File: src/rtl/mdu_pkg.sv
// Shared definitions for the iterative multiply/divide unit: op encodings,
// FSM states, counter sizing and the magnitude/negate helpers.
package mdu_pkg;

    localparam int MDU_WIDTH = 32;
    localparam int CNT_W     = $clog2(MDU_WIDTH);

    typedef logic [MDU_WIDTH-1:0]   word_t;
    typedef logic [2*MDU_WIDTH-1:0] dword_t;

    typedef enum logic [2:0] {
        OP_MULT  = 3'b000,
        OP_MULTU = 3'b001,
        OP_DIV   = 3'b010,
        OP_DIVU  = 3'b011,
        OP_MTHI  = 3'b100,
        OP_MTLO  = 3'b101
    } op_t;

    typedef enum logic [1:0] {
        IDLE = 2'd0,
        MUL  = 2'd1,
        DIV  = 2'd2
    } state_t;

    function automatic word_t neg_word(input word_t v, input logic n);
        return n ? -v : v;
    endfunction

    function automatic dword_t neg_dword(input dword_t v, input logic n);
        return n ? -v : v;
    endfunction

    // Absolute value when the operand is treated as signed, identity otherwise.
    function automatic word_t magnitude(input word_t v, input logic is_signed);
        return neg_word(v, is_signed & v[MDU_WIDTH-1]);
    endfunction

endpackage

File: src/rtl/mul_div_unit.sv
// Radix-2 multiply/divide unit owning HI/LO. Works on operand magnitudes and
// applies the sign fix-up on the final iteration. WIDTH must match MDU_WIDTH.
module mul_div_unit
    import mdu_pkg::*;
#(
    parameter int WIDTH = MDU_WIDTH
) (
    input  logic             clk,
    input  logic             rst_n,
    input  logic             start,
    input  logic [2:0]       op,
    input  logic [WIDTH-1:0] a,
    input  logic [WIDTH-1:0] b,
    output logic             busy,
    output logic             done,
    output logic [WIDTH-1:0] hi,
    output logic [WIDTH-1:0] lo
);

    localparam logic [CNT_W-1:0] LAST = CNT_W'(WIDTH - 1);

    state_t state, state_d;

    logic [CNT_W-1:0]   cnt;
    logic [2*WIDTH-1:0] acc;
    logic [2*WIDTH-1:0] mcand;
    logic [WIDTH-1:0]   opb;
    logic               neg_q;
    logic               neg_r;

    logic               is_signed;
    logic               take_mul;
    logic               take_div;
    logic               take_mthi;
    logic               take_mtlo;
    logic               last;

    logic [WIDTH:0]     div_shift;
    logic [WIDTH:0]     div_diff;
    logic [2*WIDTH-1:0] acc_nxt;
    logic [2*WIDTH-1:0] product;
    logic [WIDTH-1:0]   res_hi;
    logic [WIDTH-1:0]   res_lo;

    always_ff @(posedge clk or negedge rst_n) begin
        if (!rst_n) begin
            state <= IDLE;
        end else begin
            state <= state_d;
        end
    end

    always_comb begin
        state_d   = state;
        take_mul  = 1'b0;
        take_div  = 1'b0;
        take_mthi = 1'b0;
        take_mtlo = 1'b0;
        last      = 1'b0;
        is_signed = (op == OP_MULT) || (op == OP_DIV);
        case (state)
            IDLE: begin
                if (start) begin
                    case (op)
                        OP_MULT, OP_MULTU: begin
                            take_mul = 1'b1;
                            state_d  = MUL;
                        end
                        OP_DIV, OP_DIVU: begin
                            take_div = 1'b1;
                            state_d  = DIV;
                        end
                        OP_MTHI: take_mthi = 1'b1;
                        OP_MTLO: take_mtlo = 1'b1;
                        default: ;
                    endcase
                end
            end
            MUL, DIV: begin
                if (cnt == LAST) begin
                    last    = 1'b1;
                    state_d = IDLE;
                end
            end
            default: state_d = IDLE;
        endcase
    end

    // Division keeps {remainder, dividend/quotient} in acc and shifts one bit per step.
    always_comb begin
        div_shift = {acc[2*WIDTH-1:WIDTH], acc[WIDTH-1]};
        div_diff  = div_shift - {1'b0, opb};
        if (state == MUL) begin
            acc_nxt = acc + (opb[0] ? mcand : '0);
        end else if (div_diff[WIDTH]) begin
            acc_nxt = {div_shift[WIDTH-1:0], acc[WIDTH-2:0], 1'b0};
        end else begin
            acc_nxt = {div_diff[WIDTH-1:0], acc[WIDTH-2:0], 1'b1};
        end
        product = neg_dword(acc_nxt, neg_q);
        if (state == MUL) begin
            res_hi = product[2*WIDTH-1:WIDTH];
            res_lo = product[WIDTH-1:0];
        end else begin
            res_hi = neg_word(acc_nxt[2*WIDTH-1:WIDTH], neg_r);
            res_lo = neg_word(acc_nxt[WIDTH-1:0], neg_q);
        end
    end

    always_ff @(posedge clk or negedge rst_n) begin
        if (!rst_n) begin
            cnt   <= '0;
            acc   <= '0;
            mcand <= '0;
            opb   <= '0;
            neg_q <= 1'b0;
            neg_r <= 1'b0;
            busy  <= 1'b0;
            done  <= 1'b0;
            hi    <= '0;
            lo    <= '0;
        end else begin
            done <= 1'b0;
            if (take_mul || take_div) begin
                cnt   <= '0;
                busy  <= 1'b1;
                neg_q <= is_signed & (a[WIDTH-1] ^ b[WIDTH-1]);
                neg_r <= is_signed & a[WIDTH-1];
                opb   <= magnitude(b, is_signed);
                if (take_mul) begin
                    acc   <= '0;
                    mcand <= {WIDTH'(0), magnitude(a, is_signed)};
                end else begin
                    acc   <= {WIDTH'(0), magnitude(a, is_signed)};
                    mcand <= '0;
                end
            end
            if (take_mthi) begin
                hi <= a;
            end
            if (take_mtlo) begin
                lo <= a;
            end
            if (state == MUL || state == DIV) begin
                acc <= acc_nxt;
                cnt <= cnt + CNT_W'(1);
                if (state == MUL) begin
                    mcand <= mcand << 1;
                    opb   <= opb >> 1;
                end
            end
            // HI/LO only change here, so nothing partial is ever visible.
            if (last) begin
                hi   <= res_hi;
                lo   <= res_lo;
                busy <= 1'b0;
                done <= 1'b1;
            end
        end
    end

endmodule
File: config.mk
export PLATFORM = sky130hd
export DESIGN_NAME = mul_div_unit
export DESIGN_NICKNAME = d
export VERILOG_FILES = /design/src/rtl/mdu_pkg.sv /design/src/rtl/mul_div_unit.sv
export SDC_FILE = /design/constraint.sdc
export NUM_CORES = 1
export LEC_CHECK = 0
export CELL_PAD_IN_SITES_DETAIL_PLACEMENT = 0
export CELL_PAD_IN_SITES_GLOBAL_PLACEMENT = 2
export CORE_MARGIN = 3
export CORE_UTILIZATION = 36
export DETAILED_ROUTE_END_ITERATION = 10
export PLACE_DENSITY_LB_ADDON = 0.1
export SETUP_SLACK_MARGIN = 0.3
export SLEW_MARGIN = 20
export SYNTH_ARGS = -nofsm -noshare
export SYNTH_HDL_FRONTEND = slang
export SYNTH_SLANG_ARGS = --single-unit
export TNS_END_PERCENT = 30
File: constraint.sdc
create_clock -name clk -period 5.6 [get_ports clk]
set_input_delay 1.12 -clock clk [delete_from_list [all_inputs] [get_ports clk]]
set_output_delay 1.12 -clock clk [all_outputs]
set_load 0.1 [all_outputs]
==> results.md, run 1 <==
* Slew of the pin with the lowest slew margin at 1040 ps
* Relative slew slack at 30.7%
* CTS max path bufs at 3
* PortBufs at 135
* CTS Root Cell: clkbuf_16
* Starting density of the core at 36.7%
* HP Class: reg -> reg
* MaxCap Viol Count at 0
* Post-synth EDFFs at 0
* Share of layout cells above drive strength 1 at 7.50%
* TritonCTS Buffers at 34
* CTS sink count at 235
* Final net count at 3,044
* H-tree Lvls at 2
* Sequential Area at 5880 sq um
* PwrDens at 698 nW/um^2
* Worst R2R End: hi[9]$_DFFE_PN0P_
* Crit-path max FO at 57
* Synthesized netlist cell count at 2,786
* FF-to-FF path depth at 19
* Slew Limit Fails at 0
* Routed Antenna Nets at 0
* Fmax at 0.194 GHz
* Clk_lat worst skew at 550 ps
* RSZ-0062 raised after global routing: true
* Routing usage on met3 at 2.89%
* Final core occ at 42.9%
* Post-synthesis async set-or-reset flop share at 100%
* Worst reg2reg startpoint: opb[0]$_DFF_PN0_
* Skew final at 22.9 ps
* # rows at 88
* Seq cells post-synth at 235
* GR Util All Layers at 29.6%
* Via density at 5.97
* WHS Path Cells at 2
* Status: finished clean
* Largest net degree at the start of global routing at 162
* Finish-stage setup viols at 0
* Critical path required time at 5990 ps
* Pre-CTS setup slack at 213 ps
* Syn Nets at 2,961
* Vias in the first global route at 21,300
* Dpl hpwl at 73,900 um
* Avg Cell Area, Syn at 7.66 sq um
* Drc violations at 0
* Global route hottest layer: met2
* Placer congestion estimate at 0.928
* Die area at 62,300 sq um
* Worst min-delay path endpoint: mcand[33]$_DFF_PN0_
* Wirelength per Cell at 25.9 um
* GRT met2 Usage at 54.1%
* R2r setup slk at 440 ps
* Peak VDD IR at 0.824 mV
* Syn Std Cell Area at 21,300 sq um
* Post-route cell area at 25,000 sq um
* Via count at 21,800
* Period utilization at 92.1%
* HP Start: mcand[32]$_DFF_PN0_
* WP data arrival at 5550 ps
* CP Launch Type: register
* Drt initial violations at 1,520
* Leak pwr at 10.5 nW
* Die width at 250 um
* Multi-input gate area at 14,700 sq um
* Setup ws final at 444 ps
* Setup CP Type: reg -> reg
* CTS tree: yes
* Synth unique cells at 99
* Placeable Area at 58,100 sq um
* DP Area at 23,700 sq um
* Initial antenna violation count at 1
* Gr ovfl total at 0
* Clock transition at path regs at 60 ps
* Sequential element share of the synthesized area at 27.5%
* I/O pins at 136
* Worst Setup End Kind: register
* Setup TNS at 0 ps
* P&R area growth vs syn at 16.9%
* Main synth FF type: dfrtp_1
* Fillers at 6,021
* Drt pass-1 iters at 7
* Synth warn at 0
* Fin crit period at 5160 ps
* Post-CTS Hold Fix Bufs at 0
* GR Util met1 at 34.8%
* Final Hold Fails at 0
* Die Height at 250 um
* Final WL at 94,800 um
* First-pass GRT wire length at 141,000 um
[power breakdown]
group | switching [mW] | internal [mW]
clock | 0.881 | 1.38
sequential | 0.731 | 2.38
combinational | 8.14 | 3.90
[metrics by stage]
stage	std cells	power [mW]	hold slack (ps)
finish	3658	17.4	492
global route	3657	18.5	524
CTS	3656	17.4	497
detailed placement	3595	15.0	479
global placement	3595	15.0	470
floorplan	2786	10.7	452
[cells in the final DEF (no fill, tap or decap), types with 59 or more instances in the layout]
cell             count
ha_1               101
nand3_1             75
mux2i_1             84
and2_1              76
xor2_1              63
clkdlybuf4s50_1    134
xnor2_1            100
nor2_1             209
dfrtp_1            235
buf_4               77
inv_1               70
nand2_1            416
o211ai_1            59
a21oi_1            218
o21ai_0            226
[flip-flops by register name, indices dropped and copies added, names as in the netlist]
register	flops
acc	64
mcand	64
hi	32
lo	32
opb	32
cnt	5
state	2
busy	1
done	1
neg_q	1
neg_r	1
[repair_timing]
item	CTS	global route
pin swaps	0	2
cloned	0	0
setup endpoints to repair	2	25
buffers inserted	2	1
gates resized for setup	0	15
[Yosys cell counts, types with 26 or more instances]
cell | instances | share of area, %
clkbuf_1 | 132 | 2.3
ha_1 | 103 | 6.0
o31ai_1 | 31 | 1.1
nand3_1 | 77 | 1.8
xor2_1 | 64 | 2.6
nor4_1 | 31 | 0.91
nor3_1 | 52 | 1.2
inv_1 | 72 | 1.3
and3_1 | 26 | 0.76
nor2_1 | 210 | 3.7
dfrtp_1 | 235 | 28
a221oi_1 | 42 | 1.7
and2_1 | 77 | 2.3
o21ai_0 | 227 | 5.3
nor2b_1 | 32 | 0.94
a21oi_1 | 218 | 5.1
mux2i_1 | 84 | 3.9
a21o_1 | 43 | 1.5
nand2_1 | 417 | 7.3
nand4_1 | 35 | 1.0
xnor2_1 | 100 | 4.1
o211ai_1 | 59 | 2.1
a211oi_1 | 40 | 1.4
[layer usage]
layer / up-vias / wire (um)
met1: 10700 / 37700
met5: - / 0
met2: 633 / 48500
met4: 0 / 5010
met3: 177 / 3550
li1: 10300 / -
[area by class of cell]
cell class | count | share of cell area [%]
antenna | 1 | 0.0100
clock buffer | 44 | 3.81
clock inverter | 15 | 0.747
inverter | 72 | 1.09
multi-input combinational | 2308 | 58.7
sequential | 235 | 23.6
tap | 765 | 3.84
timing repair buffer | 218 | 8.20
[kinds of logic (layout without fill, tap and decap cells)]
logic type,after synthesis,count (layout),share of synthesized area (%)
compound gates,882,882,26.8
xor+xnor,164,164,6.73
fa+ha+maj,105,105,6.22
buf+inv,243,349,4.41
flops,235,235,27.5
mux,97,97,4.62
other cells,0,1,0
simple gates,1060,1060,23.7
[worst max-delay path by stage]
stage / from / to / slack, ps
floorplan: opb[0]$_DFF_PN0_ / hi[24]$_DFFE_PN0P_ / 1100
global placement: opb[0]$_DFF_PN0_ / hi[3]$_DFFE_PN0P_ / 270
detailed placement: opb[0]$_DFF_PN0_ / hi[3]$_DFFE_PN0P_ / 210
CTS: opb[0]$_DFF_PN0_ / hi[2]$_DFFE_PN0P_ / 330
global route: opb[0]$_DFF_PN0_ / hi[30]$_DFFE_PN0P_ / 200
finish: opb[0]$_DFF_PN0_ / hi[9]$_DFFE_PN0P_ / 440
[worst max-delay path: stages (launching register included)]
cell and delay (ps):
dfrtp_1 390, buf_12 230, and2_1 170, ha_1 150, inv_1 50, fa_1 380, nand2b_1 200, a21oi_2 200
o21ai_2 140, o2111a_1 240, or3_1 530, or4b_4 580, nor3_4 220, nor3b_4 260, buf_12 150, nand4_1 140
o21ai_1 270, a21oi_1 110, nor3_1 460, a21oi_1 80
Note: power is estimated with default switching activity, not from simulation.
==> run 2: changes to the inputs <==
- ABC_AREA: default -> 1
- CORE_UTILIZATION: 36 -> 33
==> results.md, run 2 <==
* Status: finished clean
* CP max stage cell: fa_1
* Finish-stage setup viols at 0 (unchanged)
* P&R area growth vs syn at 15.1%
* Relative slew slack at 28.7% (-2.0 points)
* PortBufs at 135 (unchanged)
* Commonest non-fill, non-tap cells in the layout: nand2_1 (1,397), inv_1 (649), nor2_1 (369)
* PwrDens at 674 nW/um^2 (-3.5%)
* WHS at 490 ps (-2.37 ps)
* Wirelength per Cell at 21.8 um (-16%)
* # rows at 97 (+10%)
* Syn Std Cell Area at 23,600 sq um (+11%)
* Setup CP Type: reg -> reg
* Total chip power at 18.3 mW (+5.1%)
* Leak pwr at 14.2 nW (+35%)
* Final WL at 111,000 um (+17%)
* Vias in the first global route at 24,800 (+16%)
* Most frequent CP cell: nand2_1
* Die width at 273 um (+9.6%)
* WP data arrival at 5240 ps (-310 ps)
* HP Start: cnt[3]$_DFFE_PN0P_
* Initial antenna violation count at 5 (+4)
* Final net count at 4,314 (+42%)
* CP Launch Type: register
* GR Util All Layers at 29.2% (-0.44 points)
* Skew final at 25.5 ps (+2.61 ps)
* Share of layout cells above drive strength 1 at 4.97% (-2.5 points)
* Post-Layout Cell Count at 5,104 (+40%)
* H-tree Lvls at 1 (-1)
* CTS max path bufs at 3 (unchanged)
* Die Height at 273 um (+9.6%)
* R2r setup slk at 850 ps (+410 ps)
* Via density at 5.16 (-14%)
* Regs by FF count: acc x64, mcand x64
* CTS tree: yes
* Post-synth EDFFs at 0 (unchanged)
* Synth top area share at 24.9% (-2.6 points)
* Post-synthesis async set-or-reset flop share at 100% (unchanged)
* Final Hold Fails at 0 (unchanged)
* Clock transition at path regs at 60 ps (about the same)
* CTS Root Cell: clkbuf_16
* RSZ-0062 raised after global routing: false
* Setup TNS at 0 ps (unchanged)
* I/O pins at 136 (unchanged)
* Sequential element share of the synthesized area at 24.9% (-2.6 points)
* Area contributors post-synth: dfrtp_1 (25%), nand2_1 (22%), inv_1 (10%)
* Worst reg2reg startpoint: acc[31]$_DFFE_PN0P_
* Largest net degree at the start of global routing at 103 (-36%)
* Worst Setup End Kind: register
* Inst Count DP at 5,045 (+40%)
* Post-route cell area at 27,200 sq um (+8.9%)
* Largest stage delay on the critical path at 410 ps (-170 ps)
* TritonCTS Buffers at 31 (-8.8%)
* Die area at 74,800 sq um (+20%)
* Clk_lat worst skew at 600 ps (+50 ps)
* Slew of the pin with the lowest slew margin at 1060 ps (+26.7 ps)
* Routed Antenna Nets at 0 (unchanged)
* Period utilization at 84.8% (-7.3 points)
* Slew Limit Fails at 0 (unchanged)
* Drt pass-1 iters at 8 (+1)
* Fin crit period at 4750 ps (-408 ps)
* Gr ovfl total at 0 (unchanged)
* Fmax at 0.211 GHz (+8.6%)
* Crit path from: acc[31]$_DFFE_PN0P_
* Seq cells post-synth at 235 (unchanged)
* Placeable Area at 70,400 sq um (+21%)
* Dpl hpwl at 90,300 um (+22%)
* Area leader, netlist: dfrtp_1
* Peak VDD IR at 0.575 mV (-30%)
* Avg Cell Area, Syn at 5.84 sq um (-24%)
* CP bufs+invs at 4 (+1)
* CTS sink count at 235 (unchanged)
* Synthesized netlist cell count at 4,042 (+45%)
* Crit-path max FO at 7 (-88%)
* Main synth FF type: dfrtp_1
* DP Area at 26,000 sq um (+9.9%)
* Synth warn at 0 (unchanged)
* First-pass GRT wire length at 163,000 um (+16%)
* Drt initial violations at 2,397 (+58%)
* Diodes inserted at 0 (-1)
* Count leader, synth: nand2_1
* Most common cell after layout, fill and taps aside: nand2_1
* MaxCap Viol Count at 0 (unchanged)
* Critical path required time at 6090 ps (+100 ps)
* Synth unique cells at 52 (-47%)
* Drc violations at 0 (unchanged)
* Commonest cells post-synth: nand2_1 (1,398), inv_1 (654), nor2_1 (373)
* Placer congestion estimate at 0.942 (+1.5%)
* Syn Nets at 4,217 (+42%)
* Cell class contributing the biggest share of worst-path delay: simple AND/OR/NAND/NOR gates
* HP Class: reg -> reg
* Via count at 26,400 (+21%)
* Starting density of the core at 33.5% (-3.2 points)
[run 2: cell count changes in the layout (fill, tap and decap cells not counted), sizes merged, moves of 41 or more]
cell | previous run | this run
a21o | 43 | 2
a221oi | 43 | 0
and2 | 81 | 6
inv | 72 | 667
mux2i | 84 | 0
nand2 | 417 | 1427
nand3 | 79 | 305
nor2 | 210 | 394
o21ai | 249 | 165
xnor2 | 100 | 35
[run 2: metrics by stage]
step / utilization, % / setup WS (ps)
finish: 38.6 / 853
global route: 38.6 / 310
CTS: 38.6 / 656
detailed placement: 37.0 / 683
global placement: 37.0 / 829
floorplan: - / 1760
[run 2: area by class of cell]
class,instances,area [sq um]
Clock buffer,40,870
Multi-Input combinational cell,3021,14800
Tap cell,940,1180
Clock inverter,18,226
Sequential cell,235,5890
Inverter,667,2510
Timing Repair Buffer,183,1750
Fill cell,8035,43200
[run 2: cell families after synthesis]
group | Yosys count | synth area share, %
and+or+nand+nor | 2280 | 40.2
DFF | 235 | 24.9
AOI/OAI and AO/OA | 575 | 14.2
xor gates and xnor gates | 61 | 2.26
adders and majority gates | 105 | 5.63
buffers and inverters | 786 | 12.7
[run 2: where the power goes]
group | switching (mW) | internal (mW)
clock network | 0.897 | 1.29
logic | 9.48 | 3.51
registers | 0.766 | 2.36
total | 11.1 | 7.16
[run 2: layer usage]
layer  track usage (%)  vias to the layer above  share of wire, %
met4              6.22                        4               2.1
met3              4.69                      104               7.1
met5                 0                        -             0.021
met1              44.5                    12300                50
met2              42.7                      874                41
li1                  -                    13100                 -
[run 2: path summary, 6_finish.rpt]
| check | to | depth (start not counted) |
|---|---|---|
| max | hi[28]$_DFFE_PN0P_ | 33 |
| min | cnt[3]$_DFFE_PN0P_ | 1 |
| max reg2reg | hi[28]$_DFFE_PN0P_ | 33 |
| min reg2reg | cnt[3]$_DFFE_PN0P_ | 1 |
| max in group asynchronous | opb[0]$_DFF_PN0_ | 2 |
| min in group asynchronous | mcand[7]$_DFF_PN0_ | 1 |
[run 2: repair_timing]
action	in CTS	in global routing
gates resized for setup	0	3
setup endpoints to repair	0	11
hold buffers	0	0
setup buffers	0	1
endpoints found under the hold margin	0	0
